[src/rtl/cube_raster_pkg.sv]
`default_nettype none
// ============================================================================
// Module      : cube_raster_pkg
// Description : Datapath op codes, sequencer state encoding and the
//               registered output bundle shared by the raster sequencer.
// Revision    : 1.0 - initial release
// ============================================================================
package cube_raster_pkg;

    localparam logic [2:0] OP_NOP       = 3'd0;
    localparam logic [2:0] OP_FETCH_RGB = 3'd1;
    localparam logic [2:0] OP_FETCH_DIM = 3'd2;
    localparam logic [2:0] OP_FETCH_TMP = 3'd3;
    localparam logic [2:0] OP_ADD       = 3'd4;
    localparam logic [2:0] OP_SHL       = 3'd5;
    localparam logic [2:0] OP_SHR       = 3'd6;
    localparam logic [2:0] OP_SHIFT_OUT = 3'd7;

    // The *_WAIT states are the stalled halves of PIX_RGB / PIX_TMP.
    typedef enum logic [3:0] {
        ST_IDLE      = 4'd0,
        ST_LOAD_DIM  = 4'd1,
        ST_FETCH_DIM = 4'd2,
        ST_RGB_WAIT  = 4'd3,
        ST_RGB       = 4'd4,
        ST_TMP_WAIT  = 4'd5,
        ST_TMP       = 4'd6,
        ST_ADD       = 4'd7,
        ST_PRIME     = 4'd8,
        ST_BIT       = 4'd9,
        ST_LATCH     = 4'd10
    } state_t;

    typedef struct packed {
        logic       busy;
        logic       done;
        logic [2:0] dp_addr;
        logic       fifo0_en_load;
        logic       clear_add;
        logic       latch_add;
        logic       data_en;
        logic       data_zero;
        logic       latch_shift;
        logic       last_bit;
        logic       one_bit;
        logic       zero_bit;
    } seq_out_t;

    function automatic logic is_pix_gap(input state_t s);
        return (s == ST_RGB_WAIT) || (s == ST_RGB) || (s == ST_TMP_WAIT) ||
               (s == ST_TMP) || (s == ST_ADD) || (s == ST_PRIME);
    endfunction

endpackage
`default_nettype wire

[src/rtl/cube_raster_seq_bit_timer.sv]
`default_nettype none
// ============================================================================
// Module      : cube_bit_timer
// Description : Per-bit cycle counter with look-ahead one/zero pulse compares
//               and end-of-bit strobes.
// Revision    : 1.0 - initial release
// ============================================================================
module cube_bit_timer #(
    parameter int BIT_CYCLES = 60,
    parameter int T0H_CYCLES = 19,
    parameter int T1H_CYCLES = 38
) (
    input  logic clk,
    input  logic reset,
    input  logic i_run,
    output logic o_end,
    output logic o_end_next,
    output logic o_one_next,
    output logic o_zero_next
);

    localparam int CYC_W = (BIT_CYCLES > 1) ? $clog2(BIT_CYCLES) : 1;
    localparam logic [CYC_W-1:0] C_LAST_CYC = CYC_W'(BIT_CYCLES - 1);

    logic [CYC_W-1:0] r_cyc_q;
    logic [CYC_W-1:0] w_cyc_d;

    // Counter sits at zero whenever the sequencer is outside a bit period,
    // so every bit period starts from cycle 0.
    always_comb begin
        w_cyc_d = '0;
        if (i_run && !o_end) begin
            w_cyc_d = r_cyc_q + 1'b1;
        end
    end

    always_ff @(posedge clk) begin
        if (!reset) begin
            r_cyc_q <= '0;
        end else begin
            r_cyc_q <= w_cyc_d;
        end
    end

    assign o_end       = (r_cyc_q == C_LAST_CYC);
    assign o_end_next  = (w_cyc_d == C_LAST_CYC);
    assign o_one_next  = (w_cyc_d < CYC_W'(T1H_CYCLES));
    assign o_zero_next = (w_cyc_d < CYC_W'(T0H_CYCLES));

endmodule
`default_nettype wire

[src/rtl/cube_raster_seq.sv]
`default_nettype none
// ============================================================================
// Module      : cube_raster_seq
// Description : Frame sequencer driving every control input of cube_shifter.
// Revision    : 1.0 - initial release
// ============================================================================
module cube_raster_seq
    import cube_raster_pkg::*;
#(
    parameter int NUM_PIXELS     = 64,
    parameter int BITS_PER_PIXEL = 24,
    parameter int BIT_CYCLES     = 60,
    parameter int T0H_CYCLES     = 19,
    parameter int T1H_CYCLES     = 38,
    parameter int LATCH_CYCLES   = 2400
) (
    input  logic       clk,
    input  logic       reset,
    input  logic       start,
    input  logic       fifo0_ready,
    input  logic       fifo1_ready,
    output logic       busy,
    output logic       done,
    output logic       underrun,
    output logic [2:0] dp_addr_o,
    output logic       fifo0_load_o,
    output logic       fifo1_load_o,
    output logic       fifo0_en_load_o,
    output logic       clear_add_o,
    output logic       latch_add_o,
    output logic       data_en_o,
    output logic       data_zero_o,
    output logic       latch_shift_o,
    output logic       last_bit_o,
    output logic       one_bit_o,
    output logic       zero_bit_o
);

    localparam int BIT_W = (BITS_PER_PIXEL > 1) ? $clog2(BITS_PER_PIXEL) : 1;
    localparam int PIX_W = (NUM_PIXELS > 1) ? $clog2(NUM_PIXELS) : 1;
    localparam int LAT_W = (LATCH_CYCLES > 1) ? $clog2(LATCH_CYCLES) : 1;
    localparam logic [BIT_W-1:0] C_LAST_BIT = BIT_W'(BITS_PER_PIXEL - 1);
    localparam logic [PIX_W-1:0] C_LAST_PIX = PIX_W'(NUM_PIXELS - 1);
    localparam logic [LAT_W-1:0] C_LAST_LAT = LAT_W'(LATCH_CYCLES - 1);

    state_t           r_state_q, w_state_d;
    logic [BIT_W-1:0] r_bit_q, w_bit_d;
    logic [PIX_W-1:0] r_pix_q, w_pix_d;
    logic [LAT_W-1:0] r_lat_q, w_lat_d;
    logic             r_underrun_q, w_underrun_d;
    seq_out_t         r_out_q, w_out_d;

    logic w_run, w_bit_end, w_end_next, w_one_next, w_zero_next, w_shift_bit;

    assign w_run = (r_state_q == ST_BIT);

    cube_bit_timer #(
        .BIT_CYCLES (BIT_CYCLES),
        .T0H_CYCLES (T0H_CYCLES),
        .T1H_CYCLES (T1H_CYCLES)
    ) u_bit_timer (
        .clk         (clk),
        .reset       (reset),
        .i_run       (w_run),
        .o_end       (w_bit_end),
        .o_end_next  (w_end_next),
        .o_one_next  (w_one_next),
        .o_zero_next (w_zero_next)
    );

    always_comb begin
        w_state_d    = r_state_q;
        w_bit_d      = r_bit_q;
        w_pix_d      = r_pix_q;
        w_lat_d      = r_lat_q;
        w_underrun_d = r_underrun_q;
        case (r_state_q)
            ST_IDLE: begin
                if (start) begin
                    w_underrun_d = 1'b0;
                    w_pix_d      = '0;
                    w_state_d    = ST_LOAD_DIM;
                end
            end
            ST_LOAD_DIM:              w_state_d = ST_FETCH_DIM;
            ST_FETCH_DIM, ST_RGB_WAIT: w_state_d = fifo0_ready ? ST_RGB : ST_RGB_WAIT;
            ST_RGB, ST_TMP_WAIT:      w_state_d = fifo1_ready ? ST_TMP : ST_TMP_WAIT;
            ST_TMP:                   w_state_d = ST_ADD;
            ST_ADD:                   w_state_d = ST_PRIME;
            ST_PRIME: begin
                w_bit_d   = '0;
                w_state_d = ST_BIT;
            end
            ST_BIT: begin
                if (w_bit_end) begin
                    if (r_bit_q != C_LAST_BIT) begin
                        w_bit_d = r_bit_q + 1'b1;
                    end else if (r_pix_q != C_LAST_PIX) begin
                        w_pix_d   = r_pix_q + 1'b1;
                        w_state_d = fifo0_ready ? ST_RGB : ST_RGB_WAIT;
                    end else begin
                        w_lat_d   = '0;
                        w_state_d = ST_LATCH;
                    end
                end
            end
            ST_LATCH: begin
                if (r_lat_q == C_LAST_LAT) begin
                    w_state_d = ST_IDLE;
                end else begin
                    w_lat_d = r_lat_q + 1'b1;
                end
            end
            default: w_state_d = ST_IDLE;
        endcase

        if ((w_state_d == ST_RGB_WAIT) || (w_state_d == ST_TMP_WAIT)) begin
            w_underrun_d = 1'b1;
        end

        // Outputs are decoded from the next state so the registered copy
        // lines up with the state it describes.
        w_shift_bit = (w_state_d == ST_BIT) && w_end_next && (w_bit_d != C_LAST_BIT);

        w_out_d               = '0;
        w_out_d.busy          = (w_state_d != ST_IDLE);
        w_out_d.done          = (r_state_q == ST_LATCH) && (w_state_d == ST_IDLE);
        w_out_d.fifo0_en_load = (w_state_d == ST_LOAD_DIM);
        w_out_d.latch_add     = (w_state_d == ST_TMP);
        w_out_d.clear_add     = (w_state_d == ST_ADD);
        w_out_d.latch_shift   = (w_state_d == ST_PRIME) || w_shift_bit;
        w_out_d.data_zero     = is_pix_gap(w_state_d) || (w_state_d == ST_LATCH);
        w_out_d.data_en       = w_out_d.data_zero || (w_state_d == ST_BIT);
        w_out_d.last_bit      = (w_state_d == ST_BIT) && (w_bit_d == C_LAST_BIT);
        w_out_d.one_bit       = (w_state_d == ST_BIT) && w_one_next;
        w_out_d.zero_bit      = (w_state_d == ST_BIT) && w_zero_next;
        case (w_state_d)
            ST_FETCH_DIM: w_out_d.dp_addr = OP_FETCH_DIM;
            ST_RGB:       w_out_d.dp_addr = OP_FETCH_RGB;
            ST_TMP:       w_out_d.dp_addr = OP_FETCH_TMP;
            ST_ADD:       w_out_d.dp_addr = OP_ADD;
            ST_PRIME:     w_out_d.dp_addr = OP_SHIFT_OUT;
            ST_BIT:       w_out_d.dp_addr = w_shift_bit ? OP_SHIFT_OUT : OP_NOP;
            default:      w_out_d.dp_addr = OP_NOP;
        endcase
    end

    always_ff @(posedge clk) begin
        if (!reset) begin
            r_state_q    <= ST_IDLE;
            r_bit_q      <= '0;
            r_pix_q      <= '0;
            r_lat_q      <= '0;
            r_underrun_q <= 1'b0;
            r_out_q      <= '0;
        end else begin
            r_state_q    <= w_state_d;
            r_bit_q      <= w_bit_d;
            r_pix_q      <= w_pix_d;
            r_lat_q      <= w_lat_d;
            r_underrun_q <= w_underrun_d;
            r_out_q      <= w_out_d;
        end
    end

    assign busy            = r_out_q.busy;
    assign done            = r_out_q.done;
    assign underrun        = r_underrun_q;
    assign dp_addr_o       = r_out_q.dp_addr;
    assign fifo0_en_load_o = r_out_q.fifo0_en_load;
    assign clear_add_o     = r_out_q.clear_add;
    assign latch_add_o     = r_out_q.latch_add;
    assign data_en_o       = r_out_q.data_en;
    assign data_zero_o     = r_out_q.data_zero;
    assign latch_shift_o   = r_out_q.latch_shift;
    assign last_bit_o      = r_out_q.last_bit;
    assign one_bit_o       = r_out_q.one_bit;
    assign zero_bit_o      = r_out_q.zero_bit;

    // FIFO write strobes belong to the CPU/DMA side; this sequencer only pops.
    assign fifo0_load_o    = 1'b0;
    assign fifo1_load_o    = 1'b0;

endmodule
`default_nettype wire

[config.mk]
export PLATFORM = sky130hd
export DESIGN_NAME = cube_raster_seq
export DESIGN_NICKNAME = d
export VERILOG_FILES = /design/src/rtl/cube_raster_pkg.sv /design/src/rtl/cube_raster_seq_bit_timer.sv /design/src/rtl/cube_raster_seq.sv
export SDC_FILE = /design/constraint.sdc
export NUM_CORES = 1
export LEC_CHECK = 0
export CELL_PAD_IN_SITES_DETAIL_PLACEMENT = 2
export CELL_PAD_IN_SITES_GLOBAL_PLACEMENT = 2
export CORE_MARGIN = 4
export CORE_UTILIZATION = 35
export DETAILED_ROUTE_END_ITERATION = 8
export PLACE_DENSITY_LB_ADDON = 0.1
export SLEW_MARGIN = 15
export SYNTH_ARGS = -nofsm -noshare
export SYNTH_HDL_FRONTEND = slang
export SYNTH_HIERARCHICAL = 1
export SYNTH_SLANG_ARGS = --single-unit
[constraint.sdc]
create_clock -name clk -period 3.1 [get_ports clk]
set_input_delay 0.62 -clock clk [delete_from_list [all_inputs] [get_ports clk]]
set_output_delay 0.62 -clock clk [all_outputs]
set_load 0.05 [all_outputs]
# Word level (Yosys, flattened, before mapping)
# Cells that the tools add are included.
[totals]
register_bits = 48
in_bits = 5
out_inout_bits = 17
elab_cells = 113
[op_classes]
addsub = 4
n_lt_le_gt_ge = 2
n_eq_ne = 33
mux = 27
n_reduce_logical = 29
[op_table]
columns = ["op", "count"]
rows = [
  ["12-bit two-way mux", 4],
  ["4-bit one-hot mux with 9 select lines", 1],
  ["4-bit by 3-bit == test with 1-bit output, second input constant", 8],
  ["6-bit two-way mux", 5],
  ["4-bit == test, second input constant", 6],
  ["12-bit one-hot mux with 2 select lines", 1],
  ["4-bit two-way mux", 5],
  ["3-bit one-hot mux with 6 select lines", 1],
  ["4-bit by 2-bit == test with 1-bit output, second input constant", 4],
  ["12-bit by 1-bit adder with 12-bit output, second input constant", 1],
  ["6-bit by 1-bit adder with 6-bit output, second input constant", 2],
  ["12-bit == test, second input constant", 1],
  ["6-bit == test, second input constant", 2],
  ["2-bit inequality test, second input constant", 6],
  ["6-bit one-hot mux with 2 select lines", 1],
  ["5-bit two-way mux", 2],
  ["5-bit inequality test, second input constant", 2],
  ["5-bit one-hot mux with 2 select lines", 1],
  ["5-bit AND reduction", 2],
  ["1-bit logical OR", 9],
  ["4-bit by 1-bit == test with 1-bit output, second input constant", 2],
  ["4-bit zero test", 2],
  ["2-bit nonzero test", 4],
  ["1-bit logical AND", 7],
  ["12 further kinds", 16],
]

# Longest topological paths before layout
[logic_depth]
word_depth = 13
depth_mapped = 10
mapped_depth_nobuf = 9

# Modules after synthesis
# The synthesis kept the hierarchy.
[by_module_without_submodules]
columns = ["mod", "instances", "cells_per_inst", "area_each_um2", "seq_area_each_um2"]
rows = [
  ["cube_raster_seq", 1, 256, 2193.4, 840.8],
  ["cube_bit_timer", 1, 42, 356.6, 120.1],
]

# Worst setup path before layout
# OpenSTA, ideal clock, no wires.
[synth_path]
path_type = "flip-flop to flip-flop"
startpoint = "register u_bit_timer.r_cyc_q[0]"
endpoint = "register r_underrun_q, in the netlist underrun"
setup_time_ps = 85
arrival_time_ps = 2243
required_time_ps = 3015
slack_ps = 773
path_stages_with_launch = 10
n_path_buf = 1
synth_period_minus_slack_ps = 2327
cell_sequence = "dfxtp_1 -> ha_1 -> nand2_1 -> nor3_1 -> buf_2 -> nand3_1 -> o21ai_1 -> nand2_1 -> or4_1 -> o31ai_2"
[synth_between]
elab_chain_cells = 7
word_cells_on_any_way = 10
classes_between = "3 x eq/ne; 3 x mux; 4 x reduce/logical"
[synth_lines]
columns = ["item", "line", "text"]
rows = [
  ["start, declared", "cube_raster_seq_bit_timer.sv:25", "logic [CYC_W-1:0] r_cyc_q;"],
  ["start signal, assigned", "cube_raster_seq_bit_timer.sv:41", "r_cyc_q <= w_cyc_d;"],
  ["6-bit == test (*)", "cube_raster_seq_bit_timer.sv:45", "assign o_end = (r_cyc_q == C_LAST_CYC);"],
  ["named net w_bit_end", "cube_raster_seq.sv:53", "logic w_run, w_bit_end, w_end_next, w_one_next, w_zero_next, w_shift_bit;"],
  ["4-bit two-way mux (*)", "cube_raster_seq.sv:95", "if (w_bit_end) begin"],
  ["4-bit one-hot mux with 9 select lines (*)", "cube_raster_seq.sv:77", "case (r_state_q)"],
  ["4-bit by 2-bit == test with 1-bit output / 4-bit by 3-bit == test with 1-bit output (equally long branches)", "cube_raster_seq.sv:117", "if ((w_state_d == ST_RGB_WAIT) || (w_state_d == ST_TMP_WAIT)) begin"],
  ["1-bit logical OR (*)", "cube_raster_seq.sv:117", ""],
  ["2-bit nonzero test (no line)", "-", ""],
  ["2-bit AND reduction (no line)", "-", ""],
  ["end signal, assigned", "cube_raster_seq.sv:161", "r_underrun_q <= w_underrun_d;"],
  ["end, declared", "cube_raster_seq.sv:50", "logic r_underrun_q, w_underrun_d;"],
]
# The timed path passes the listed nets; every way through them passes the cells marked *.
# A chain may end at the register's enable or synchronous reset.

# Worst setup path after layout
[layout_path]
startpoint = "register r_state_q[2]"
endpoint = "register r_out_q (netlist bit dp_addr_o[2])"
[layout_between]
elab_chain_cells = 8
word_cells_on_any_way = 33
classes_between = "18 x eq/ne; 9 x mux; 6 x reduce/logical"
[layout_lines]
columns = ["item", "line", "text"]
rows = [
  ["start, declared", "cube_raster_seq.sv:46", "state_t r_state_q, w_state_d;"],
  ["start signal, assigned", "cube_raster_seq.sv:157", "r_state_q <= w_state_d;"],
  ["4-bit == test", "cube_raster_seq.sv:55", "assign w_run = (r_state_q == ST_BIT);"],
  ["1-bit logical AND", "cube_raster_seq_bit_timer.sv:32", "if (i_run && !o_end) begin"],
  ["6-bit two-way mux", "cube_raster_seq_bit_timer.sv:32", ""],
  ["6-bit == test", "cube_raster_seq_bit_timer.sv:46", "assign o_end_next = (w_cyc_d == C_LAST_CYC);"],
  ["named net w_end_next", "cube_raster_seq.sv:53", ""],
  ["1-bit logical AND (2 in a row)", "cube_raster_seq.sv:123", "w_shift_bit = (w_state_d == ST_BIT) && w_end_next && (w_bit_d != C_LAST_BIT);"],
  ["3-bit two-way mux", "cube_raster_seq.sv:143", "ST_BIT: w_out_d.dp_addr = w_shift_bit ? OP_SHIFT_OUT : OP_NOP;"],
  ["3-bit one-hot mux with 6 select lines", "cube_raster_seq.sv:137", "case (w_state_d)"],
  ["end signal, assigned", "cube_raster_seq.sv:162", "r_out_q <= w_out_d;"],
  ["end, declared", "cube_raster_seq.sv:51", "seq_out_t r_out_q, w_out_d;"],
]
# The timed path passes the listed nets, and every way through them passes these cells.

==> reports/summary.txt <==
Synth Flop Type: dfxtp_1
reg2reg path depth: 8
Worst Hold Class: reg2reg
vias per inst: 5.68
total grt overflow: 0
Routed WL: 7560 µm
element type at the critical path start: flip-flop
largest net degree at the start of global routing: 24
share of cells above drive strength 1: 8.28%
initial antenna violation count: 0
Synth area leaders: dfxtp_1, a21oi_1, nor2_1
synth warn: 6
slowest CP cell: and4bb_1
outcome: finished, final reports clean
cell family with most CP delay: simple AND/OR/NAND/NOR gates
CTS root buf: clkbuf_8
num ports: 22
Critical Path RT: 3.33 ns
Via Count: 2328
mapped cell area: 0.00255 mm²
vias in the first global route: 2457
TritonCTS clock tree: yes
crit path capture type: flip-flop
asr flop ratio synth: 0%
PostCTS Resize Cnt: 0
Num CTS Buffers: 5
area leader, netlist: dfxtp_1
Die ar.: 0.00872 mm²
Avg Cell Area, Syn: 8.56 µm²
clock slew at reported path FFs: 0.10 ns
compound-cell area share of the yosys netlist: 21.7%
Final HPWL DP: 5710 µm
period utilization: 89.2%
critical-path cell list: and4bb_1 -> o31a_1 -> o21ai_0 -> nor4_1 -> o211ai_1 -> a21oi_1 -> o41ai_2 -> o21ai_0
worst slew pin tran: 0.872 ns
Nets: 323
dpl cells: 403
Hold EP: r_lat_q[11]
clk_skew: 0.0105 ns
Die H: 93.4 µm
non-filler cells, final: 410
largest family of logic cells by synthesized area: simple AND/OR/NAND/NOR gates
worst-skew pair later-pin latency: 0.31 ns
Fmax: 362 MHz
RSZ-0062 raised after global routing: no
H-tree Lvls: 2
slowest stage delay, CP: 0.61 ns
WP data arrival: 2.99 ns
Synth top area share: 37.7%
CTS sink cnt: 48
cts hold-fix bufs: 0
crit path kind: reg2reg
post-route ant nets: 0
Adder-Cell Fraction of Synth Area: 1.96%
min Tclk post-route: 2.77 ns
r2r setup slk: 0.33 ns
Power, Total: 1.21 mW
r2r startpoint: r_state_q[2]
Final Hold Vio Count: 0
row count: 30
clk buf depth: 2
register area share after synthesis: 37.7%
DIE WIDTH: 93.4 µm
worst vdd ir: 169 µV
Area growth syn-to-layout: 12.8%
Worst path most repeated cell: o21ai_0
Distinct cells, synth: 70
Mapped Cells: 298
GP Congestion: 0.780
Placeable Area: 0.00694 mm²
Fillers: 800
CP bufs+invs: 0
DR WL/cell: 18.4 µm
Hold Crit Start: r_lat_q[11]
max_cap viols: 0
Global Route Usage Sum: 18.5%
# setup viols final: 0
Slew Limit Fails: 0
multiplexer area fraction after synthesis: 1.18%
Setup TNS: 0 ns
IO Port Bufs: 19
area of the multi-input gates: 0.00146 mm²
final core occ: 41.4%
post-CTS setup buffers: 0
Hold Path Cell Cnt: 2
EDFF count, synth: 0
First DRT Iteration DRCs: 57
Post-Synth XOR/XNOR Area: 2.40%
fraction of the mapped netlist area in simple logic gates: 29.6%
Max FO, Critical Path: 15
Slew HR: 41.9%
Critical R2R Capture: dp_addr_o[2]
Initial Util: 36.7%
register area: 961 µm²
#FFs+latches synth: 48
first-pass GRT wire length: 12800 µm
Pre-antenna DRT Iters: 4
# diodes: 0
Static Leak: 0.944 nW
Remaining DRCs: 0
Power Density: 421 mW/mm²
[sequential cells by signal, summed over array words and instances, names as in the netlist, 3 cells and up]
name                 cells
r_lat_q                 12
r_pix_q                  6
u_bit_timer/r_cyc_q      6
r_bit_q                  5
r_state_q                4
dp_addr_o                3
[layout by cell type, fill, tap and decap left out, types with 2 or more instances in the layout]
| cell | n |
|---|---|
| and4b_1 | 2 |
| and4_1 | 5 |
| and3_1 | 4 |
| a21o_1 | 2 |
| clkdlybuf4s50_1 | 19 |
| conb_1 | 2 |
| ha_1 | 4 |
| nor3_1 | 6 |
| or3_1 | 4 |
| nand3b_1 | 4 |
| nand2b_1 | 5 |
| nand3_1 | 9 |
| o31ai_1 | 7 |
| nand4_1 | 2 |
| buf_4 | 4 |
| and2_1 | 3 |
| a22oi_1 | 4 |
| mux2i_1 | 3 |
| o211ai_1 | 3 |
| nor4_1 | 2 |
| clkinv_1 | 2 |
| nand4b_1 | 2 |
| a211oi_1 | 2 |
| o21ai_0 | 16 |
| nor2_1 | 27 |
| dfxtp_1 | 48 |
| nor2b_1 | 5 |
| a31oi_1 | 2 |
| clkbuf_8 | 5 |
| a21oi_1 | 21 |
| o21ai_1 | 4 |
| nand2_1 | 26 |
| inv_1 | 8 |
| xnor2_1 | 6 |
| or4_1 | 8 |
| a2111oi_0 | 3 |
[routing by layer]
layer,track usage [%],part of all wire [%],wire length (µm),up-vias
li1,-,-,-,1130
met1,25.2,49,3680,1156
met2,29.3,46,3510,32
met3,3.30,2.8,212,10
met4,6.47,2.0,153,0
met5,0,0,0,-
[through the flow]
step / area (µm²) / hold WS [ns] / setup WS [ns]
floorplan: 2550 / 0.447 / 0.773
global placement: 2800 / 0.461 / 0.328
detailed placement: 2800 / 0.479 / 0.382
CTS: 2880 / 0.493 / 0.363
global route: 2880 / 0.525 / 0.137
finish: 2880 / 0.491 / 0.334
[layout make-up]
cell class              instances  share of cell area (%)
well taps                      96                    4.18
multi-input cells             226                    50.6
clock buffers                   5                    2.39
clock inverters                 2                   0.435
repair buffers                 23                    7.66
inverters                      10                    1.30
flip-flops and latches         48                    33.4
[power by group]
part,total (mW),internal [mW],switching [mW],leakage (nW)
Sequential,0.651,0.632,0.0186,0.388
Combinational,0.183,0.0588,0.124,0.517
Clock,0.378,0.153,0.225,0.0400
[synthesized netlist by cell type (4+ instances only)]
cell type	count
dfxtp_1	48
nor2_1	27
nand2_1	26
a21oi_1	21
o21ai_0	16
nand3_1	9
inv_1	8
or4_1	8
o31ai_1	7
buf_4	6
nor3_1	6
xnor2_1	6
and4_1	5
nand2b_1	5
nor2b_1	5
a22oi_1	4
and3_1	4
buf_2	4
ha_1	4
nand3b_1	4
o21ai_1	4
or3_1	4
[cell families after synthesis]
group	count (synthesis)
AOI/OAI and AO/OA	82
other	1
muxes	3
adders and majority gates	4
xor gates and xnor gates	7
DFF	48
buffers and inverters	25
and+or+nand+nor	128
[worst reg2reg max path: stages (launching register included)]
cell and delay, ns:
dfxtp_1 0.49, and4bb_1 0.62, o31a_1 0.29, o21ai_0 0.15, nor4_1 0.51, o211ai_1 0.18
a21oi_1 0.22, o41ai_2 0.13, o21ai_0 0.11
[worst max-delay path by stage]
stage | startpoint | to | slack (ns) | cells after the start
6_report | r_state_q[2] | dp_addr_o[2] | 0.33 | 8
5_1_grt | r_state_q[2] | dp_addr_o[2] | 0.14 | 8
4_1_cts | r_state_q[2] | dp_addr_o[2] | 0.36 | 8
3_5_place_dp | r_state_q[2] | dp_addr_o[2] | 0.38 | 8
3_3_place_gp | r_state_q[2] | dp_addr_o[0] | 0.33 | 8
2_1_floorplan | u_bit_timer/r_cyc_q[0] | underrun | 0.77 | 9
(Power assumes the default switching activity.)
